--- src/rtl/biquad_cascade.sv ---
// biquad_cascade
//   Cascade of NSECT Direct-Form-I second-order IIR sections. All sections
//   share one multiply-accumulate datapath, so each sample takes
//   6*NSECT cycles of compute: five MAC cycles and one update cycle per
//   section.
//
// Ports
//   clk, reset            rising-edge clock, asynchronous active-high reset
//   x, in_valid, in_ready input sample stream (Q1.(DATAWIDTH-1))
//   y, out_valid, out_ready output sample stream; y is held until taken
//   clear                 zero all section history and sat_flag (idle only)
//   coef_we/addr/wdata    coefficient write port, addr = 5*section + index
//                         with index order b0,b1,b2,a1,a2 (Q2.(COEFWIDTH-2))
//   coef_err              one-cycle pulse after a write dropped while busy
//   sat_flag              sticky, set when any section output saturates
module biquad_cascade #(
  parameter int DATAWIDTH = 16,
  parameter int COEFWIDTH = 16,
  parameter int NSECT     = 2,
  parameter int ACCUM     = 4
) (
  input  logic                       clk,
  input  logic                       reset,
  input  logic [DATAWIDTH-1:0]       x,
  input  logic                       in_valid,
  output logic                       in_ready,
  output logic [DATAWIDTH-1:0]       y,
  output logic                       out_valid,
  input  logic                       out_ready,
  input  logic                       clear,
  input  logic                       coef_we,
  input  logic [$clog2(5*NSECT)-1:0] coef_addr,
  input  logic [COEFWIDTH-1:0]       coef_wdata,
  output logic                       coef_err,
  output logic                       sat_flag
);

  localparam int NCOEF = 5 * NSECT;
  localparam int CAW   = $clog2(NCOEF);
  localparam int PW    = DATAWIDTH + COEFWIDTH;
  localparam int AW    = PW + ACCUM;
  localparam int SW    = (NSECT > 1) ? $clog2(NSECT) : 1;
  localparam int SH    = COEFWIDTH - 2;

  localparam logic [1:0] S_IDLE = 2'd0;
  localparam logic [1:0] S_MAC  = 2'd1;
  localparam logic [1:0] S_UPD  = 2'd2;
  localparam logic [1:0] S_OUT  = 2'd3;

  localparam logic signed [COEFWIDTH-1:0] UNITY = {2'b01, {(COEFWIDTH-2){1'b0}}};
  localparam logic signed [AW-1:0] RND  = {{(AW-SH){1'b0}}, 1'b1, {(SH-1){1'b0}}};
  localparam logic signed [AW-1:0] SMAX = {{(AW-DATAWIDTH+1){1'b0}}, {(DATAWIDTH-1){1'b1}}};
  localparam logic signed [AW-1:0] SMIN = {{(AW-DATAWIDTH+1){1'b1}}, {(DATAWIDTH-1){1'b0}}};

  logic [1:0]                  state_q, state_d;
  logic [SW-1:0]               sect_q, sect_d;
  logic [2:0]                  term_q, term_d;
  logic signed [AW-1:0]        acc_q, acc_d;
  logic signed [DATAWIDTH-1:0] xin_q, xin_d;
  logic signed [DATAWIDTH-1:0] y_q, y_d;
  logic                        sat_q, sat_d;
  logic                        err_q, err_d;

  logic signed [DATAWIDTH-1:0] x1_q [NSECT];
  logic signed [DATAWIDTH-1:0] x2_q [NSECT];
  logic signed [DATAWIDTH-1:0] y1_q [NSECT];
  logic signed [DATAWIDTH-1:0] y2_q [NSECT];
  logic signed [COEFWIDTH-1:0] coef_q [NCOEF];

  logic [CAW-1:0]              cidx;
  logic signed [DATAWIDTH-1:0] opnd;
  logic signed [COEFWIDTH-1:0] cf;
  logic signed [PW-1:0]        prod;
  logic signed [AW-1:0]        rnd;
  logic signed [AW-1:0]        shf;
  logic signed [DATAWIDTH-1:0] yk;
  logic                        sat_now;
  logic                        addr_ok;
  logic                        hist_clr;
  logic                        hist_upd;
  logic                        coef_wr;

  // Shared datapath: operand/coefficient select, product, round, saturate.
  always_comb begin
    cidx = CAW'(sect_q) * CAW'(5) + CAW'(term_q);
    case (term_q)
      3'd0:    opnd = xin_q;
      3'd1:    opnd = x1_q[sect_q];
      3'd2:    opnd = x2_q[sect_q];
      3'd3:    opnd = y1_q[sect_q];
      3'd4:    opnd = y2_q[sect_q];
      default: opnd = '0;
    endcase
    cf   = coef_q[cidx];
    prod = opnd * cf;
    rnd  = acc_q + RND;
    shf  = rnd >>> SH;
    sat_now = 1'b1;
    if (shf > SMAX) begin
      yk = {1'b0, {(DATAWIDTH-1){1'b1}}};
    end else if (shf < SMIN) begin
      yk = {1'b1, {(DATAWIDTH-1){1'b0}}};
    end else begin
      yk      = shf[DATAWIDTH-1:0];
      sat_now = 1'b0;
    end
    addr_ok = int'(coef_addr) < NCOEF;
  end

  // Sequencer.
  always_comb begin
    state_d  = state_q;
    sect_d   = sect_q;
    term_d   = term_q;
    acc_d    = acc_q;
    xin_d    = xin_q;
    y_d      = y_q;
    sat_d    = sat_q;
    err_d    = coef_we && addr_ok && (state_q != S_IDLE);
    hist_clr = 1'b0;
    hist_upd = 1'b0;
    coef_wr  = 1'b0;
    case (state_q)
      S_IDLE: begin
        coef_wr = coef_we && addr_ok;
        if (clear) begin
          hist_clr = 1'b1;
          sat_d    = 1'b0;
        end else if (in_valid) begin
          xin_d   = x;
          acc_d   = '0;
          sect_d  = '0;
          term_d  = '0;
          state_d = S_MAC;
        end
      end
      S_MAC: begin
        acc_d = acc_q + $signed({{ACCUM{prod[PW-1]}}, prod});
        if (term_q == 3'd4) begin
          state_d = S_UPD;
        end else begin
          term_d = term_q + 3'd1;
        end
      end
      S_UPD: begin
        hist_upd = 1'b1;
        if (sat_now) begin
          sat_d = 1'b1;
        end
        // The section output becomes the next section's input sample.
        if (int'(sect_q) < NSECT - 1) begin
          sect_d  = sect_q + SW'(1);
          term_d  = '0;
          acc_d   = '0;
          xin_d   = yk;
          state_d = S_MAC;
        end else begin
          y_d     = yk;
          state_d = S_OUT;
        end
      end
      default: begin
        if (out_ready) begin
          state_d = S_IDLE;
        end
      end
    endcase
  end

  always_ff @(posedge clk or posedge reset) begin
    if (reset) begin
      state_q <= S_IDLE;
      sect_q  <= '0;
      term_q  <= '0;
      acc_q   <= '0;
      xin_q   <= '0;
      y_q     <= '0;
      sat_q   <= 1'b0;
      err_q   <= 1'b0;
    end else begin
      state_q <= state_d;
      sect_q  <= sect_d;
      term_q  <= term_d;
      acc_q   <= acc_d;
      xin_q   <= xin_d;
      y_q     <= y_d;
      sat_q   <= sat_d;
      err_q   <= err_d;
    end
  end

  // History and coefficient storage.
  always_ff @(posedge clk or posedge reset) begin
    if (reset) begin
      for (int unsigned i = 0; i < NSECT; i++) begin
        x1_q[i] <= '0;
        x2_q[i] <= '0;
        y1_q[i] <= '0;
        y2_q[i] <= '0;
      end
      for (int unsigned i = 0; i < NCOEF; i++) begin
        coef_q[i] <= (i % 5 == 0) ? UNITY : '0;
      end
    end else begin
      if (hist_clr) begin
        for (int unsigned i = 0; i < NSECT; i++) begin
          x1_q[i] <= '0;
          x2_q[i] <= '0;
          y1_q[i] <= '0;
          y2_q[i] <= '0;
        end
      end else if (hist_upd) begin
        x2_q[sect_q] <= x1_q[sect_q];
        x1_q[sect_q] <= xin_q;
        y2_q[sect_q] <= y1_q[sect_q];
        y1_q[sect_q] <= yk;
      end
      if (coef_wr) begin
        coef_q[coef_addr] <= coef_wdata;
      end
    end
  end

  assign in_ready  = (state_q == S_IDLE) && !clear;
  assign out_valid = (state_q == S_OUT);
  assign y         = y_q;
  assign coef_err  = err_q;
  assign sat_flag  = sat_q;

endmodule

--- config.mk ---
export PLATFORM = sky130hd
export DESIGN_NAME = biquad_cascade
export DESIGN_NICKNAME = d
export VERILOG_FILES = /design/src/rtl/biquad_cascade.sv
export SDC_FILE = /design/constraint.sdc
export NUM_CORES = 2
export LEC_CHECK = 0
export CORE_ASPECT_RATIO = 0.8
export CORE_UTILIZATION = 40
export CTS_BUF_LIST = sky130_fd_sc_hd__clkbuf_2 sky130_fd_sc_hd__clkbuf_4 sky130_fd_sc_hd__clkbuf_8
export CTS_CLUSTER_DIAMETER = 40
export CTS_CLUSTER_SIZE = 40
export DETAILED_ROUTE_END_ITERATION = 10
export HOLD_SLACK_MARGIN = 0.15
export PLACE_DENSITY_LB_ADDON = 0.12
export SETUP_SLACK_MARGIN = 0.2
export SYNTH_ARGS = -nofsm -noshare
export SYNTH_HDL_FRONTEND = slang
export SYNTH_SLANG_ARGS = --single-unit
--- constraint.sdc ---
create_clock -name clk -period 27.1 [get_ports clk]
set_input_delay 8.13 -clock clk [delete_from_list [all_inputs] [get_ports clk]]
set_output_delay 8.13 -clock clk [all_outputs]
set_load 0.05 [all_outputs]
==> flow_summary_export.csv <==
group,metric,value,unit
setup_path,critPathKind,"in -> out",
layout,area_delta_synth_final,10.7,%
die,start_util,40.5,%
clock_tree,cts_made_buffers,58,
synthesis,ys_seq_area_share,31.9,%
timing,fin_worst_skew,38.4,ps
timing,fin_crit_sh,65.2,%
setup_path,startpoint_type,"primary input",
setup_path,cp.required,18970,ps
global_routing,antenna_found_initial,1,
setup_path,r2r_start,"sect_q",
timing,hold_viol,0,
synthesis,syn_area,28600,sq um
placement,dp_hpwl,57.9,mm
clock_tree,cts_resized,0,
synthesis,synth_area_leaders,"dfrtp_1 (32%), fa_1 (22%), mux2_2 (6.7%)",
placement,place_area,30200,sq um
timing,min_period,17680,ps
clock_tree,clock_latency,690,ps
placement,placed_cells,3659,
clock_tree,htreeDepth,2,
timing,max_freq,0.0566,GHz
setup_path,path_cells,"clkdlybuf4s50_1 -> nor2_1 -> clkdlybuf4s50_1",
timing,slew_viol_final,0,
die,coreArea,70500,sq um
synthesis,ys.flop_type,"dfrtp_1",
setup_path,arrival,9550,ps
detailed_routing,num_vias,20400,
setup_path,cp_slowest_cell,"clkdlybuf4s50_1",
global_routing,grt_pass1_vias,21600,
worst_hold_path,hp-class,"reg -> reg",
detailed_routing,drtIter0Drc,1412,
detailed_routing,wl_per_cell,21.4,um
placement,place_congestion,0.855,
layout,final_area,31600,sq um
clock_tree,tritoncts,"built",
synthesis,synth-seq-cells,364,
die,ios,62,
worst_hold_path,min_from,"y[0]",
layout,final_cells,3768,
run,cap_viol_max_count,0,
synthesis,async_reset_ff_share,100,%
layout,drive_gt1_share,14.3,%
detailed_routing,drcViolationCount,0,
clock_tree,cts_setup_buffers,0,
layout,finalNetCount,3261,
setup_path,cpPeakStageDelay,810,ps
setup_path,crit_path_frequent_cell,"clkdlybuf4s50_1",
synthesis,synthCells,2774,
timing,grt_setup_unrepaired,"no",
placement,port_buffers,61,
setup_path,worst-path-buf-inv,2,
placement,preCtsSetupSlack,9430,ps
detailed_routing,viasPerCell,5.42,
global_routing,grt_pass1_wl,129,mm
detailed_routing,wl,80.7,mm
detailed_routing,postRouteAntennaNets,0,
clock_tree,cts.sinks,364,
die,rows,87,
setup_path,cp_top_family,"buffers and inverters",
timing,fin_ws,9420,ps
synthesis,syn_avg_cell_area,10.3,sq um
die,die_y,241,um
synthesis,synth_top_area_share,31.7,%
synthesis,yosysWarnings,0,
setup_path,r2r_end,"acc_q[29]",
synthesis,synth_top_area_cell,"dfrtp_1",
timing,tns,0,ps
clock_tree,clk_pin_slew,70,ps
global_routing,grt_overflow,0,
clock_tree,ctsHoldBuffers,0,
die,design.die.area,72500,sq um
die,fp.dieW,301,um
run_status,status,"completed",
timing,slew_headroom,20.9,%
setup_path,endpoint_kind,"output pin",
synthesis,syn_nets,3250,
setup_path,worstRegToRegCells,25,
synthesis,synth_cell_type_count,77,
clock_tree,root_buffer,"clkbuf_8",
layout,final_cell_mix,"inv_1 (410), dfrtp_1 (361), fa_1 (315), nand2_1 (279), nor2_1 (236)",
global_routing,grt_usage,23.2,%
setup_path,reg2reg_slack,17330,ps
worst_hold_path,hold_end,"y[0]",
global_routing,grt_start_max_net_pins,137,
synthesis,synth_edf_count,0,
timing,worst_pin_slew,1190,ps
detailed_routing,firstDrtPassIters,5,
layout,layout_commonest_cell,"inv_1",
timing,setup_violations,0,
clock_tree,cts_buffer_depth,3,
worst_hold_path,holdPathStages,2,
setup_path,crit_fanout,5,
## cells by family after synthesis
kind of cell               after synthesis  share of synthesized area (%)
DFF                                    364                           31.9
muxes                                  278                           11.9
and+or+nand+nor                        670                           10.2
buffers and inverters                  563                           7.53
adders and majority gates              434                           27.3
xor gates and xnor gates                46                           1.44
AOI/OAI and AO/OA                      419                           9.71
## cells in the mapped netlist, types with 9 or more instances
cell type,number
a22o_1,50
nand4_1,9
o21ai_0,73
o21ai_1,23
nor2_1,237
dfrtp_1,362
clkbuf_1,111
xor2_1,18
nor3b_1,16
mux2i_1,76
fa_1,315
nand2_1,280
mux4_2,32
o31ai_1,10
and2_1,9
nor3_1,15
and3_1,12
nand3_1,24
mux2_2,170
ha_1,119
a21oi_1,119
a21o_1,16
buf_1,20
o22ai_1,12
nand2b_1,14
buf_2,18
a21oi_2,9
a221oi_1,10
a211oi_1,20
o22a_1,9
nor2b_1,14
inv_1,411
xnor2_1,27
## registers in the layout, summed over array words and instances (netlist names)
name and count:
coef_q 160, state_q 2, x2_q 32, term_q 3, y2_q 32, x1_q 32
xin_q 16, coef_err 1, sat_flag 1, y 16, y1_q 32, sect_q 1
acc_q 36
## worst max path at each step
stage / startpoint / cells after the start / to / slack (ps)
after floorplan: reset / 1 / acc_q[0] / 8870
after global placement: clear / 3 / in_ready / 9420
after detailed placement: clear / 3 / in_ready / 9430
after CTS: clear / 3 / in_ready / 9420
after global routing: clear / 3 / in_ready / 9360
final: clear / 3 / in_ready / 9420
## layer usage
| layer | share of wire [%] | wire length [um] | up-vias | global-route usage (%) |
|---|---|---|---|---|
| met3 | 6.4 | 5200 | 105 | 4.27 |
| met5 | 0 | 0 | - | 0 |
| met4 | 1.9 | 1540 | 0 | 5.57 |
| met1 | 48 | 38400 | 10600 | 34.1 |
| met2 | 44 | 35600 | 576 | 35.3 |
| li1 | - | - | 9132 | - |
## metrics by stage
step,util [%],hold slack (ps)
detailed placement,42.8,467
CTS,44.8,483
global route,44.8,510
finish,44.8,480
global placement,42.8,462
floorplan,-,455
## worst reg2reg max path: stages (launching register included)
cell and delay [ps]:
dfrtp_4 600, ha_4 440, buf_4 700, mux4_2 640, mux2i_1 160, o22a_1 650, inv_1 140, nand2_1 210
fa_1 500, fa_1 520, fa_1 510, inv_1 50, fa_1 510, fa_1 500, inv_1 50, fa_1 510
inv_1 50, ha_1 540, nand2_1 220, nor4_1 820, o21ai_0 440, o211ai_1 240, o31ai_1 130, a21oi_1 160
o21ai_0 110, a41o_1 250
## layout make-up
cell class | instances | area [sq um]
multi-input combinational | 1847 | 17400
sequential | 364 | 9110
tap | 934 | 1170
clock buffer | 65 | 882
fill | 6762 | 38900
inverter | 411 | 1550
antenna | 1 | 2.50
timing repair buffer | 103 | 926
clock inverter | 43 | 513
Power is left out: the tool's default activity adds up to more than one toggle a clock period on the data nets, which glitch-free logic cannot reach.
